$ cat config.mk
export PLATFORM = sky130hd
export DESIGN_NAME = nrdiv_arb_seq
export DESIGN_NICKNAME = d
export VERILOG_FILES = /design/src/rtl/nrdiv_arb_seq.sv
export SDC_FILE = /design/constraint.sdc
export NUM_CORES = 1
export LEC_CHECK = 0
export CAP_MARGIN = 5
export CORE_MARGIN = 1
export CORE_UTILIZATION = 53
export DETAILED_ROUTE_END_ITERATION = 8
export PLACE_DENSITY = 0.81
export SYNTH_ARGS = -nofsm -noshare
export SYNTH_HDL_FRONTEND = slang
export SYNTH_SLANG_ARGS = --single-unit
$ cat constraint.sdc
create_clock -name clk -period 2.52 [get_ports clk]
set_input_delay 0.504 -clock clk [delete_from_list [all_inputs] [get_ports clk]]
set_output_delay 0.504 -clock clk [all_outputs]
set_load 0.02 [all_outputs]
$ cat src/rtl/nrdiv_arb_seq.sv
// nrdiv_arb_seq: iterative non-restoring unsigned divider
// shared by two requesters through a round-robin arbiter.
module nrdiv_arb_seq #(
  parameter int N = 4
) (
  input  logic         clk,
  input  logic         rst_n,
  input  logic         req0,
  input  logic [N-1:0] dividend0,
  input  logic [N-1:0] divisor0,
  output logic         gnt0,
  input  logic         req1,
  input  logic [N-1:0] dividend1,
  input  logic [N-1:0] divisor1,
  output logic         gnt1,
  output logic         busy,
  output logic         rsp_valid,
  output logic         rsp_id,
  output logic [N-1:0] quot,
  output logic [N-1:0] rem,
  output logic         dbz
);

  localparam logic [1:0] IDLE = 2'd0;
  localparam logic [1:0] ITER = 2'd1;
  localparam logic [1:0] CORR = 2'd2;
  localparam logic [1:0] DONE = 2'd3;

  localparam int CW = $clog2(N + 1);

  logic [1:0]    state;
  logic          last;
  logic          id_q;
  logic [CW-1:0] cnt;
  logic [N:0]    a;
  logic [N:0]    m;
  logic [N-1:0]  q;

  logic          any_req;
  logic          win;
  logic          gnt_ok;
  logic [N-1:0]  sel_dd;
  logic [N-1:0]  sel_dv;

  logic [N:0]    a_sh;
  logic [N:0]    a_it;
  logic [N-1:0]  q_it;
  logic [N:0]    a_corr;

  // Round-robin pick; the grant is withheld while in reset
  always_comb begin
    any_req = req0 | req1;
    win     = (req0 && req1) ? ~last : req1;
    gnt_ok  = rst_n && (state == IDLE) && any_req;
    gnt0    = gnt_ok && !win;
    gnt1    = gnt_ok && win;
    sel_dd  = win ? dividend1 : dividend0;
    sel_dv  = win ? divisor1 : divisor0;
  end

  // One non-restoring step and the final remainder fix-up
  always_comb begin
    a_sh   = {a[N-1:0], q[N-1]};
    a_it   = a[N] ? (a_sh + m) : (a_sh - m);
    q_it   = {q[N-2:0], ~a_it[N]};
    a_corr = a[N] ? (a + m) : a;
  end

  // Status outputs decoded from the state register
  always_comb begin
    busy      = (state != IDLE);
    rsp_valid = rst_n && (state == DONE);
  end

  // Sequencer, datapath registers and held response fields
  always_ff @(posedge clk) begin
    if (!rst_n) begin
      state  <= IDLE;
      last   <= 1'b1;
      id_q   <= 1'b0;
      cnt    <= '0;
      a      <= '0;
      m      <= '0;
      q      <= '0;
      rsp_id <= 1'b0;
      quot   <= '0;
      rem    <= '0;
      dbz    <= 1'b0;
    end else begin
      unique case (state)
        IDLE: begin
          if (any_req) begin
            last <= win;
            id_q <= win;
            m    <= {1'b0, sel_dv};
            if (sel_dv == '0) begin
              quot   <= '1;
              rem    <= sel_dd;
              dbz    <= 1'b1;
              rsp_id <= win;
              state  <= DONE;
            end else begin
              a     <= '0;
              q     <= sel_dd;
              cnt   <= CW'(N);
              state <= ITER;
            end
          end
        end
        ITER: begin
          a   <= a_it;
          q   <= q_it;
          cnt <= cnt - 1'b1;
          if (cnt == CW'(1)) begin
            state <= CORR;
          end
        end
        CORR: begin
          a      <= a_corr;
          quot   <= q;
          rem    <= a_corr[N-1:0];
          dbz    <= 1'b0;
          rsp_id <= id_q;
          state  <= DONE;
        end
        DONE: begin
          state <= IDLE;
        end
        default: begin
          state <= IDLE;
        end
      endcase
    end
  end

endmodule

# Word-level counts from Yosys, hierarchy flattened

Cells that the tools add are included.

Flip-flop bits (word level): 30
Bits in latches: 0
Bits in writable memories: 0
ROM bits: 0
Output and inout port bits: 14
Word-level logic and storage cells: 74
Memories: 0

Add/subtract/negate cells: 4
Multipliers: 0
Div/mod/pow operators: 0
Magnitude comparators: 0
Equality and inequality tests: 8
Shift-type cells: 0
Mux-type cells: 30
Bitwise logic cells: 3
Reductions and logical operators: 18

Operators with widths:

| cell                                             | count |
|---|---|
| 2-to-1 mux 4 bit                                 | 8 |
| one-hot mux 4 bit (2 select lines)               | 3 |
| 2-to-1 mux 5 bit                                 | 4 |
| one-hot mux 5 bit (3 select lines)               | 1 |
| adder 5 x 4 -> 5 bit                             | 2 |
| AND reduction 3 bit                              | 3 |
| one-hot mux 2 bit (4 select lines)               | 1 |
| logical AND 1 bit                                | 6 |
| 2-to-1 mux 2 bit                                 | 3 |
| 2-to-1 mux 3 bit                                 | 2 |
| inequality test 2 bit, second input constant     | 3 |
| one-hot mux 3 bit (2 select lines)               | 1 |
| nonzero test 2 bit                               | 3 |
| 2-to-1 mux 1 bit                                 | 5 |
| subtractor 5 x 4 -> 5 bit                        | 1 |
| == test 2 bit, second input constant             | 2 |
| zero test 4 bit                                  | 1 |
| one-hot mux 1 bit (2 select lines)               | 2 |
| AND reduction 2 bit                              | 2 |
| == test 3 x 1 -> 1 bit, second input constant    | 1 |
| nonzero test 3 bit                               | 1 |
| subtractor 3 x 1 -> 3 bit, second input constant | 1 |
| == test 2 x 1 -> 1 bit, second input constant    | 1 |
| zero test 2 bit                                  | 1 |
| 4 further kinds                                  | 5 |

# Depth between registers and ports, before layout

Gate-level depths: netlist (run 1).

Word-level depth: 7
Gate-level depth with buffers: 10
Mapped depth without buffers: 10

# Worst setup path after synthesis (run 1)

Ideal clock, no wire load.

Kind: flip-flop to flip-flop
Start: reg a[4]
End: reg a[4]
Arrival time: 1.989 ns
Slack: 0.414 ns
Cell stages (with the launch flop): 10
Buffers on the path: 1
Period minus slack after synthesis: 2.106 ns
Path through: dfxtp_1 clkbuf_1 mux2_2 inv_1 fa_1 nand2b_1 a21oi_1 xnor2_1 o21ai_0 a32o_1

Longest elaborated chain between the ends: 3
Elaborated cells on any way between the ends: 4
Those cells by class: add/sub: 1; mux: 3

Ends and longest elaborated chain:

| item                                   | RTL line | source |
|---|---|---|
| start: declaration                     | 35       | `logic [N:0] a;` |
| start signal: assignment               | 111      | `a <= a_it;` |
| start signal: assignment               | 119      | `a <= a_corr;` |
| adder 5 x 4 -> 5 bit                   | 66       | `a_corr = a[N] ? (a + m) : a;` |
| 2-to-1 mux 5 bit                       | 66       |  |
| one-hot mux 5 bit (3 select lines) (*) | 90       | `unique case (state)` |

Mark *: on every way between the ends. The rest lies on a longest branch, timed or not.
A chain may end at the register's enable or synchronous reset.

# Final worst setup path (run 1)

Start: in rst_n
End: out rsp_valid

Longest elaborated chain between the ends: 1

Ends and longest elaborated chain:

| item               | RTL line | source |
|---|---|---|
| start: declaration | 7        | `input logic rst_n,` |
| logical AND 1 bit  | 72       | `rsp_valid = rst_n && (state == DONE);` |
| end: declaration   | 17       | `output logic rsp_valid,` |

No other way between the ends.

==> flow_metrics.env, run 1 <==
export IMPL_fillCellCount=271
export IMPL_crit_slowest_cell="clkdlybuf4s50_1"
export IMPL_timing_worst_slew_pin_value_ns=0.503
export IMPL_synthMuxAreaShare=0.104
export IMPL_async_reset_ff_frac=0
export IMPL_die_h_um=63.8
export IMPL_maxSlewHeadroom=0.665
export IMPL_grt_pass1_wl_mm=8.40
export IMPL_hold_violations=0
export IMPL_clock_sinks=30
export IMPL_cp_required_ns=2.02
export IMPL_layout_nets=325
export IMPL_tns_ns=0
export IMPL_dp_slack_ns=-0.0453
export IMPL_finalCritPeriodShare=0.984
export IMPL_cts_buffers=5
export IMPL_ir_drop_mv=0.711
export IMPL_max_stage_delay_ns=0.59
export IMPL_setup_viol=0
export IMPL_synthesis_area_um2=2030
export IMPL_areaGrowthSynthToFinish_pct=31.1
export IMPL_synthDistinctLibCells=50
export IMPL_startpoint_type="input port"
export IMPL_fin_crit_ns=2.48
export IMPL_synth_compound_area_frac=0.199
export IMPL_synth_adder_area_share=0.119
export IMPL_wl_per_cell_um=14.5
export IMPL_placed_area_um2=2510
export IMPL_port_buffers=33
export IMPL_first_global_vias=1859
export IMPL_endpoint_kind="output pin"
export IMPL_m1WireLength_mm=2.10
export IMPL_synth_cells=239
export IMPL_grt_start_max_net_pins=16
export IMPL_worstPathMaxFanout=4
export IMPL_route_met3_wl_um=251
export IMPL_ant_nets=0
export IMPL_clockBufferDepth=2
export IMPL_grt_overflow=0
export IMPL_crit_chain="clkdlybuf4s50_1 > buf_4 > and2_1 > clkdlybuf4s50_1"
export IMPL_p_leak_nw=1.12
export IMPL_pwr_density_cell_nw_per_um2=1080
export IMPL_layout_core_utilization=0.726
export IMPL_dpl_hpwl_mm=3.78
export IMPL_maxCapViolCount=0
export IMPL_drive_above_1_share=0.135
export IMPL_io_pins=34
export IMPL_path_clk_slew_ns=0.06
export IMPL_synth_xor_area_frac=0.0216
export IMPL_rsz0062_at_grt="no"
export IMPL_grt_usage=0.269
export IMPL_status="finished clean"
export IMPL_yosysSeqAreaShare=0.296
export IMPL_n_antenna_cell=0
export IMPL_timing_worst_setup_path_type="input port to output pin"
export IMPL_route_detailed_drc=0
export IMPL_root_buffer="clkbuf_8"
export IMPL_synth_simple_area_share=0.195
export IMPL_htree_levels=2
export IMPL_synth_edff_count=0
export IMPL_syn_num_nets=277
export IMPL_rows=22
export IMPL_post_cts_buffers=0
export IMPL_syn_avg_cell_area_um2=8.48
export IMPL_clock_fmax_mhz=403
export IMPL_maxUsedRoutingLayer="met4"
export IMPL_worstPathArrival_ns=1.98
export IMPL_antenna_found_initial=0
export IMPL_cts_tree="built"
export IMPL_avgViaCountPerCell=5.52
export IMPL_ys_warn_count=0
export IMPL_met2_length_mm=2.44
export IMPL_slew_violations=0
export IMPL_vias=1854
export IMPL_clk_insertion_delay_late_ns=0.29
export IMPL_gp_congestion=0.868
export IMPL_core_area_um2=3660
export IMPL_fin_skew_ns=0.00741
export IMPL_design_area_um2=2660
export IMPL_synth_flop_cell="dfxtp_1"
export IMPL_dr_pass1_iters=5
export IMPL_total_power_mw=2.88
export IMPL_start_util=0.554
export IMPL_synth_top_family_by_area="compound AO/OA/AOI/OAI gates"
export IMPL_chipWidth_um=63.8
export IMPL_ys_ff_latch=30
export IMPL_hp_class="register to register"
export IMPL_die_area_um2=4080
export IMPL_cpMostUsedCell="clkdlybuf4s50_1"
export IMPL_drt_initial_drc_count=113
export IMPL_drt_total_wl_mm=4.87
export IMPL_setup_slack_ns=0.0393
-- critical path: cells and delay by family --
kind / cells / cell delay [ns]
buffers and inverters: 3 / 1.35
AND/OR/NAND/NOR: 1 / 0.11
-- placed cells by master (no fill, tap or decap), types with 6 or more instances in the layout --
cell / synthesis / layout
ha_1: 16 / 15
clkbuf_8: 0 / 6
mux2i_1: 14 / 14
a21oi_1: 12 / 12
dfxtp_1: 30 / 30
nor2_1: 22 / 22
clkdlybuf4s50_1: 0 / 31
nand2_1: 24 / 24
inv_1: 22 / 22
buf_4: 1 / 17
o21ai_0: 12 / 12
-- per-stage QoR --
stage / hold slack (ns) / cells
after floorplan: 0.455 / 239
after global placement: 0.464 / 328
after detailed placement: 0.480 / 328
after CTS: 0.494 / 336
after global routing: 0.511 / 336
final: 0.491 / 336
-- worst paths after layout --
kind	start	to	slack, ns	cells after the start
worst min-delay path	id_q	id_q	0.49	1
worst min register to register	id_q	id_q	0.49	1
worst max register to register	m[1]	q[0]	0.21	10
worst max-delay path	rst_n	rsp_valid	0.04	4
-- cell type report --
cell class / count / area (µm²) / area share
repair buffers: 51 / 475 / 0.179
clock inverters: 2 / 60.1 / 0.0226
inverters: 22 / 82.6 / 0.0311
flip-flops and latches: 30 / 601 / 0.226
clock buffers: 6 / 82.6 / 0.0311
well taps: 48 / 60.1 / 0.0226
multi-input cells: 177 / 1300 / 0.488
-- per-layer routing --
| metal | vias up | GRT usage |
|---|---|---|
| met5 | - | 0 |
| met4 | 0 | 0.0824 |
| met3 | 8 | 0.0679 |
| met2 | 64 | 0.469 |
| met1 | 854 | 0.321 |
| li1 | 928 | - |
-- cell families (layout without fill, tap and decap cells) --
group                      after synthesis  after routing
adders and majority gates               18             18
buffers and inverters                   32             81
muxes                                   19             19
DFF                                     30             30
AOI/OAI and AO/OA                       56             56
xor gates and xnor gates                 5              5
and+or+nand+nor                         79             79
-- where the power goes --
group          leakage [nW]  internal (mW)  switching (mW)  total, mW
Combinational         0.807          0.711           0.817       1.53
Sequential            0.246          0.613           0.132      0.746
Clock                0.0714          0.422           0.188      0.610
Total                  1.12           1.75            1.14       2.88
-- state kept, by name (all words and copies together) (netlist names) --
signal and flops:
m 4, dbz 1, last 1, q 4, id_q 1, cnt 3, state 2, rem 4
rsp_id 1, a 5, quot 4
-- synth_stat cells, types with 4 or more instances --
library cell | instances | area, µm²
dfxtp_1 | 30 | 601
nand2_1 | 24 | 90.1
inv_1 | 22 | 82.6
nor2_1 | 22 | 82.6
ha_1 | 16 | 200
mux2i_1 | 14 | 140
a21oi_1 | 12 | 60.1
o21ai_0 | 12 | 60.1
clkbuf_1 | 7 | 26.3
and3_1 | 5 | 31.3
nand3_1 | 5 | 25.0
nor2b_1 | 5 | 31.3
a21boi_0 | 4 | 30.0
a311oi_1 | 4 | 35.0
o211a_1 | 4 | 40.0
-- repair_timing --
item                       4_1_cts  5_1_grt
hold buffers                     0        0
setup endpoints to repair        2        0
resized for setup                3        0
Power figures use the tool's default switching activity.
==> inputs of run 2 (changes only) <==
--- a/config.mk
+++ b/config.mk
@@ -5,7 +5,6 @@
 export SDC_FILE = /design/constraint.sdc
 export NUM_CORES = 1
 export LEC_CHECK = 0
-export CAP_MARGIN = 5
 export CORE_MARGIN = 1
 export CORE_UTILIZATION = 53
 export DETAILED_ROUTE_END_ITERATION = 8
==> results of run 2 <==
The final DEF is identical to that of run 1; final timing and power are the same.
